--- config.mk ---
export PLATFORM = sky130hd
export DESIGN_NAME = instr_mem_loader_flat
export DESIGN_NICKNAME = d
export VERILOG_FILES = /design/src/rtl/instr_mem_loader_if.sv /design/src/rtl/instr_mem_loader.sv /design/src/flat_wrapper.sv
export SDC_FILE = /design/constraint.sdc
export NUM_CORES = 1
export LEC_CHECK = 0
export ABC_AREA = 0
export CORE_AREA = 2 2 363 257
export CTS_CLUSTER_DIAMETER = 60
export CTS_CLUSTER_SIZE = 28
export DETAILED_ROUTE_END_ITERATION = 8
export DIE_AREA = 0 0 365 259
export PLACE_DENSITY = 0.66
export SYNTH_ARGS = -nofsm -noshare
export SYNTH_HDL_FRONTEND = slang
export SYNTH_SLANG_ARGS = --single-unit
--- constraint.sdc ---
create_clock -name clk -period 5.5 [get_ports clk]
set_clock_uncertainty 0.15 [all_clocks]
set_input_delay 1.375 -clock clk [delete_from_list [all_inputs] [get_ports clk]]
set_output_delay 1.375 -clock clk [all_outputs]
set_load 0.005 [all_outputs]
--- src/rtl/instr_mem_loader_if.sv ---
// Fetch port and byte-serial loader bus of the writable instruction memory.
// master = CPU fetch stage plus boot/host byte source, slave = the memory.
interface instr_mem_loader_if #(
    parameter int ADDR_W = 5
);
    logic [ADDR_W-1:0] addr;
    logic [31:0]       instr;
    logic              ld_start;
    logic [ADDR_W:0]   ld_len;
    logic              ld_valid;
    logic [7:0]        ld_byte;
    logic              ld_ready;
    logic              busy;
    logic              done;
    logic              err;

    modport master (
        output addr, ld_start, ld_len, ld_valid, ld_byte,
        input  instr, ld_ready, busy, done, err
    );

    modport slave (
        input  addr, ld_start, ld_len, ld_valid, ld_byte,
        output instr, ld_ready, busy, done, err
    );
endinterface

--- src/rtl/instr_mem_loader.sv ---
// Writable instruction memory: combinational fetch, byte-serial little-endian
// loader, and HALT_WORD fill on reset and at the start of every load.
module instr_mem_loader #(
    parameter int          ADDR_W    = 5,
    parameter int          DEPTH     = 32,
    parameter logic [31:0] HALT_WORD = 32'hFFFF_FFFF
) (
    input  logic               clk,
    input  logic               rst,
    instr_mem_loader_if.slave  bus
);
    localparam logic [ADDR_W:0] DEPTH_W = (ADDR_W+1)'(DEPTH);

    typedef enum logic {IDLE, LOAD} state_t;

    state_t            state_q, state_d;
    logic [31:0]       mem_q [DEPTH];
    logic [31:0]       mem_d [DEPTH];
    logic [ADDR_W-1:0] wr_ptr_q, wr_ptr_d;
    logic [1:0]        byte_idx_q, byte_idx_d;
    logic [23:0]       asm_q, asm_d;
    logic [ADDR_W:0]   len_q, len_d;
    logic              ld_ready_q, ld_ready_d;
    logic              busy_q, busy_d;
    logic              done_q, done_d;
    logic              err_q, err_d;
    logic              fill, wr_en, len_legal;
    logic [31:0]       wr_word;

    assign len_legal = (bus.ld_len != '0) && (bus.ld_len <= DEPTH_W);
    // Bytes shift in from the top, so after three bytes asm_q = {b2, b1, b0}.
    assign wr_word   = {bus.ld_byte, asm_q};

    always_comb begin
        state_d    = state_q;
        wr_ptr_d   = wr_ptr_q;
        byte_idx_d = byte_idx_q;
        asm_d      = asm_q;
        len_d      = len_q;
        done_d     = 1'b0;
        err_d      = 1'b0;
        fill       = 1'b0;
        wr_en      = 1'b0;
        case (state_q)
            IDLE: begin
                if (bus.ld_start) begin
                    if (len_legal) begin
                        fill       = 1'b1;
                        len_d      = bus.ld_len;
                        wr_ptr_d   = '0;
                        byte_idx_d = '0;
                        asm_d      = '0;
                        state_d    = LOAD;
                    end else begin
                        err_d = 1'b1;
                    end
                end
            end
            LOAD: begin
                if (bus.ld_valid && ld_ready_q) begin
                    if (byte_idx_q == 2'd3) begin
                        wr_en      = 1'b1;
                        byte_idx_d = '0;
                        wr_ptr_d   = wr_ptr_q + ADDR_W'(1);
                        if (({1'b0, wr_ptr_q} + (ADDR_W+1)'(1)) == len_q) begin
                            state_d = IDLE;
                            done_d  = 1'b1;
                        end
                    end else begin
                        byte_idx_d = byte_idx_q + 2'd1;
                        asm_d      = {bus.ld_byte, asm_q[23:8]};
                    end
                end
            end
            default: state_d = IDLE;
        endcase
        ld_ready_d = (state_d == LOAD);
        busy_d     = (state_d == LOAD);
    end

    always_comb begin
        for (int i = 0; i < DEPTH; i++) begin
            mem_d[i] = mem_q[i];
            if (fill) begin
                mem_d[i] = HALT_WORD;
            end else if (wr_en && (wr_ptr_q == ADDR_W'(i))) begin
                mem_d[i] = wr_word;
            end
        end
    end

    always_ff @(posedge clk) begin
        if (rst) begin
            state_q    <= IDLE;
            wr_ptr_q   <= '0;
            byte_idx_q <= '0;
            asm_q      <= '0;
            len_q      <= '0;
            ld_ready_q <= 1'b0;
            busy_q     <= 1'b0;
            done_q     <= 1'b0;
            err_q      <= 1'b0;
            for (int i = 0; i < DEPTH; i++) begin
                mem_q[i] <= HALT_WORD;
            end
        end else begin
            state_q    <= state_d;
            wr_ptr_q   <= wr_ptr_d;
            byte_idx_q <= byte_idx_d;
            asm_q      <= asm_d;
            len_q      <= len_d;
            ld_ready_q <= ld_ready_d;
            busy_q     <= busy_d;
            done_q     <= done_d;
            err_q      <= err_d;
            for (int i = 0; i < DEPTH; i++) begin
                mem_q[i] <= mem_d[i];
            end
        end
    end

    // The CPU sees halt while a load is running or past the stored depth.
    assign bus.instr = (!busy_q && ({1'b0, bus.addr} < DEPTH_W)) ? mem_q[bus.addr] : HALT_WORD;

    assign bus.ld_ready = ld_ready_q;
    assign bus.busy     = busy_q;
    assign bus.done     = done_q;
    assign bus.err      = err_q;
endmodule

--- src/flat_wrapper.sv ---
// flat-port wrapper written by rule: the top's interface ports become plain ports
module instr_mem_loader_flat 
#(
    parameter int          ADDR_W    = 5,
    parameter int          DEPTH     = 32,
    parameter logic [31:0] HALT_WORD = 32'hFFFF_FFFF
)
  (clk, rst, bus_addr, bus_ld_start, bus_ld_len, bus_ld_valid, bus_ld_byte, bus_instr, bus_ld_ready, bus_busy, bus_done, bus_err);
  instr_mem_loader_if #(.ADDR_W(ADDR_W)) bus_i ();
  input  logic clk;
  input  logic rst;
  input wire logic [$bits(bus_i.addr)-1:0] bus_addr;
  input wire logic [$bits(bus_i.ld_start)-1:0] bus_ld_start;
  input wire logic [$bits(bus_i.ld_len)-1:0] bus_ld_len;
  input wire logic [$bits(bus_i.ld_valid)-1:0] bus_ld_valid;
  input wire logic [$bits(bus_i.ld_byte)-1:0] bus_ld_byte;
  output wire logic [$bits(bus_i.instr)-1:0] bus_instr;
  output wire logic [$bits(bus_i.ld_ready)-1:0] bus_ld_ready;
  output wire logic [$bits(bus_i.busy)-1:0] bus_busy;
  output wire logic [$bits(bus_i.done)-1:0] bus_done;
  output wire logic [$bits(bus_i.err)-1:0] bus_err;
  assign bus_i.addr = bus_addr;
  assign bus_i.ld_start = bus_ld_start;
  assign bus_i.ld_len = bus_ld_len;
  assign bus_i.ld_valid = bus_ld_valid;
  assign bus_i.ld_byte = bus_ld_byte;
  assign bus_instr = bus_i.instr;
  assign bus_ld_ready = bus_i.ld_ready;
  assign bus_busy = bus_i.busy;
  assign bus_done = bus_i.done;
  assign bus_err = bus_i.err;
  instr_mem_loader #(.ADDR_W(ADDR_W), .DEPTH(DEPTH), .HALT_WORD(HALT_WORD)) u_core (.clk(clk), .rst(rst), .bus(bus_i));
endmodule
# After elaboration in Yosys (flattened, before gate mapping)
# Memory sizes are Yosys's and may differ from the RTL's.
# Index checks and enable logic that the tools add are counted.
[totals]
regBits = 40
ram_bits = 1024
in_bits = 23
n_memories = 1
[mem_list]
columns = ["memory", "depth", "width", "read_ports", "rd_ports_with_merged_regs", "write_ports", "line_no", "text"]
rows = [
  ["u_core.mem_q", 32, 32, 1, 0, 32, "instr_mem_loader.sv:17", "logic [31:0] mem_q [DEPTH];"],
]
[op_classes]
n_addsub = 3
n_lt_le_gt_ge = 1
eq_ne = 70
n_mux = 127
n_bitwise = 36
reduce_logical = 74
[ops]
columns = ["cell", "n"]
rows = [
  ["$mux W32", 97],
  ["$mux W24", 4],
  ["$eq A5 B5 Y1 const B", 16],
  ["$ne A2 B2 Y1 const B", 36],
  ["$reduce_and A2 Y1", 32],
  ["$pmux W24 S2", 1],
  ["$eq A5 B4 Y1 const B", 8],
  ["$logic_and A1 B1 Y1", 34],
  ["$or A1 B1 Y1", 32],
  ["$eq A5 B3 Y1 const B", 4],
  ["$mux W5", 4],
  ["$mux W1", 14],
  ["$eq A5 B2 Y1 const B", 2],
  ["$pmux W5 S2", 1],
  ["$mux W2", 4],
  ["$reduce_and A4 Y1", 2],
  ["$add A5 B1 Y6 const B", 1],
  ["$eq A6 B6 Y1", 1],
  ["$le A6 B6 Y1 const B", 1],
  ["$reduce_and A3 Y1", 2],
  ["$reduce_bool A6 Y1", 1],
  ["$add A5 B1 Y5 const B", 1],
  ["$eq A5 B1 Y1 const B", 1],
  ["$logic_not A5 Y1", 1],
  ["8 further kinds", 11],
]

# Longest topological paths before layout
[depth]
depth_word = 8
depth_mapped = 8

# Least setup slack after synthesis
# OpenSTA, ideal clock, no wires.
[synth_path]
kind = "input to register"
startpoint = "input bus_ld_valid"
endpoint = "memory u_core.mem_q[18][0] (enable)"
setup_ns = 0.470
t_arrival_ns = 4.368
setup_slack_ns = 0.512
path_stages = 4
n_path_buf = 1
cell_sequence = "and3_1 > clkbuf_1 > nand3_1 > o31ai_1"
[synth_rtl]
columns = ["item", "line_no", "text"]
rows = [
  ["from (decl)", "flat_wrapper.sv:15", "input wire logic [$bits(bus_i.ld_valid)-1:0] bus_ld_valid;"],
  ["to (decl)", "instr_mem_loader.sv:17", ""],
]

# Worst setup path after layout
[layout_path]
startpoint = "input bus_addr[0]"
endpoint = "output bus_instr[21]"
[layout_between]
elab_chain_cells = 2
[layout_rtl]
columns = ["item", "line_no", "text"]
rows = [
  ["from (decl)", "flat_wrapper.sv:12", "input wire logic [$bits(bus_i.addr)-1:0] bus_addr;"],
  ["$mem_v2 Z32 W32", "-", ""],
  ["$mux W32", "instr_mem_loader.sv:123", "assign bus.instr = (!busy_q && ({1'b0, bus.addr} < DEPTH_W)) ? mem_q[bus.addr] : HALT_WORD;"],
  ["to (decl)", "flat_wrapper.sv:17", "output wire logic [$bits(bus_i.instr)-1:0] bus_instr;"],
]
# Every way passes these cells.

==> metrics.csv <==
stage,metric,value,unit
outcome,status,finished clean,
cells_and_area,final_cell_mix,"edfxtp_1 (1024), nand2_1 (570), mux2_2 (384)",
cells_and_area,post-route-util,55.4,%
cells_and_area,diodes,0,
timing,period_minus_slack,5.44,ns
synthesis,synth_seq_cells,1064,
power_and_ir_drop,ir_drop,0.000241,V
placement,dpl_cell_area,48600,sq um
cells_and_area,synthToLayoutAreaGrowth,11.5,%
power_and_ir_drop,leakage,14.2,nW
global_route,grt_max_degree,80,
clock_network,cts_tree,done,
power_and_ir_drop,finalPower,15.3,mW
die,core_area,91200,sq um
placement,portBuffers,58,
drt,wirelength,124000,microns
die,die_h,259,microns
die,num_rows,93,
synthesis,yosys.cell_types.count,51,
cells_and_area,nNetsFinal,3197,
die,die_area,94500,sq um
timing,drv_slew,0,
synthesis,synth_edf_count,1024,
job,drv_cap,0,
clock_network,clk_pin_slew,0.10,ns
clock_network,clockRootBuffer,clkbuf_16,
placement,dp.final_hpwl,80300,microns
global_route,overflow,0,
timing,rsz0062_at_grt,no,
global_route,grt_pass1_vias,26800,
timing,worstMarginPinSlew,1.13,ns
placement,globalplace.congestion,0.881,
global_route,track_usage,26.0,%
drt,vias,27100,
drt,route.detailed.drc,0,
power_and_ir_drop,p_switching,3.71,mW
drt,vias_per_cell,6.12,
die,ios,59,
worst_setup_path,cp-end-kind,primary output,
cells_and_area,final_cell_area,50500,sq um
worst_setup_path,path_delay_family,buffers and inverters,
worst_setup_path,slowest_stage,clkdlybuf4s50_1,
global_route,grt_pass1_wl,180000,microns
clock_network,h-tree-depth,2,
worst_setup_path,crit_path_start_kind,primary input,
drt,postRouteAntennaNets,0,
power_and_ir_drop,seqPwrFrac,60.6,%
worst_setup_path,crit_path_max_fanout,10,
worst_setup_path,worst_path_most_repeated_cell,buf_4,
global_route,antenna_found_initial,0,
synthesis,synthCells,3097,
drt,drtPass1Iterations,6,
placement,pre_cts_ws,-0.293,ns
timing,setup_viol,0,
clock_network,clock_latency,0.68,ns
timing,max_freq,184,MHz
power_and_ir_drop,p_int,11.6,mW
power_and_ir_drop,pwr-share-clk,30.5,%
worst_setup_path,critical-path-max-stage-delay,0.53,ns
clock_network,cts.sinks,1064,
worst_hold_path,hold_path.class,flip-flop to flip-flop,
clock_network,cts.path.max_buffers,3,
synthesis,synthArstFlopShare,0,%
cells_and_area,layout-drive-gt1-share,25.2,%
power_and_ir_drop,comb_power_share,8.9,%
worst_setup_path,cp_cell_sequence,dlygate4sd2_1 > buf_4 > nor4bb_4 > buf_4 > buf_12 > buf_4 > a22o_1 > a221oi_4 > a41o_1 > clkdlybuf4s50_1,
die,die_x,365,microns
worst_setup_path,critPathBufInv,6,
clock_network,cts_made_buffers,52,
timing,fin_ws,0.0565,ns
drt,first_iter_violations,3314,
synthesis,synth_nets,3127,
power_and_ir_drop,powerDensity,304,nW/um^2
synthesis,synth.avg_cell_area,14.6,sq um
synthesis,yosys_warnings,0,
synthesis,syn_area,45300,sq um
timing,max_slew_margin,24.7,%
worst_setup_path,path_class,primary input to primary output,
cells_and_area,layout_commonest_cell,edfxtp_1,
timing,fin_crit_sh,99.0,%
worst_setup_path,critPathArrivalTime,3.92,ns
timing,hold_viol_final,0,
synthesis,synth_seq_area_share,69.7,%
synthesis,ys.flop_type,edfxtp_1,
drt,wl_per_cell,28.0,microns
power_and_ir_drop,switching_share,24.2,%
worst_setup_path,worstPathRequired,3.97,ns
die,start_util,49.6,%
power by group through the flow:
stage	sequential, mW	combinational, mW	clock [mW]
finish	9.29	1.36	4.68
global route	9.32	1.43	4.99
CTS	9.29	1.35	4.73
detailed placement	9.48	1.35	0
global placement	9.46	1.32	0
floorplan	9.46	0.734	0
what timing repair did:
action,4_1_cts,5_1_grt
setup buffers,2,0
gates cloned,1,0
setup endpoints to repair,24,15
gates resized for setup,12,14
endpoints found under the hold margin,0,0
hold buffers,0,0
pin swaps,1,5
kinds of logic after synthesis:
| kind of cell | share of synthesized area, % |
|---|---|
| DFF | 69.7 |
| buffers and inverters | 2.89 |
| xor gates and xnor gates | 0.174 |
| AOI/OAI and AO/OA | 5.47 |
| adders and majority gates | 0.193 |
| and+or+nand+nor | 8.70 |
| muxes | 12.9 |
cell usage after synthesis, types with 35 or more instances:
cell | count | area share (%)
o22ai_1 | 192 | 2.7
nand2_1 | 571 | 4.7
nand3_1 | 39 | 0.43
mux2_2 | 384 | 9.5
o21ai_0 | 46 | 0.51
mux2i_1 | 152 | 3.4
buf_2 | 35 | 0.39
dfxtp_1 | 40 | 1.8
edfxtp_1 | 1024 | 68
clkbuf_1 | 176 | 1.5
nor2_1 | 103 | 0.85
metal layers:
metal  track usage [%]  routed length [microns]  share of wire, %  vias up
met5                 0                        0                 0        -
met4              8.50                     4180               3.4        0
met3              4.03                    10400               8.4      226
met2              42.2                    59100                47     1269
met1              36.3                    50800                41    13900
li1                  -                        -                 -    11700
final timing paths:
kind	from	endpoint	slack, ns	depth (start not counted)
max	bus_addr[0]	bus_instr[21]	0.06	10
min	u_core.byte_idx_q[1]$_SDFFE_PP0P_	u_core.byte_idx_q[1]$_SDFFE_PP0P_	0.34	2
max reg2reg	u_core.state_q$_SDFF_PP0_	u_core.mem_q[5][13]$_SDFFCE_PN1P_	1.53	4
min reg2reg	u_core.byte_idx_q[1]$_SDFFE_PP0P_	u_core.byte_idx_q[1]$_SDFFE_PP0P_	0.34	2
worst min-delay path: stages (launching register included):
cell	delay, ns
dfxtp_1	0.33
nand4_1	0.07
a21oi_1	0.06
layout make-up:
cell class	count	area, sq um
Fill cell	7290	40700
Tap cell	1235	1550
Clock inverter	32	384
Clock buffer	57	1340
Multi-Input combinational cell	1732	12800
Inverter	36	135
Timing Repair Buffer	281	2740
Sequential cell	1064	31600
registers in the layout, indices dropped and copies added, names as in the netlist:
register           cells
u_core.asm_q          24
u_core.bus.done        1
u_core.bus.err         1
u_core.byte_idx_q      2
u_core.len_q           6
u_core.mem_q        1024
u_core.state_q         1
u_core.wr_ptr_q        5
through the flow:
stage,setup TNS [ns],hold WS (ns),cells
after floorplan,0,0.304,3097
final,0,0.341,4437
after global routing,0,0.374,4437
after detailed placement,-0.838,0.329,4345
after CTS,0,0.343,4437
after global placement,-0.510,0.310,4345
Power figures use the tool's default switching activity.
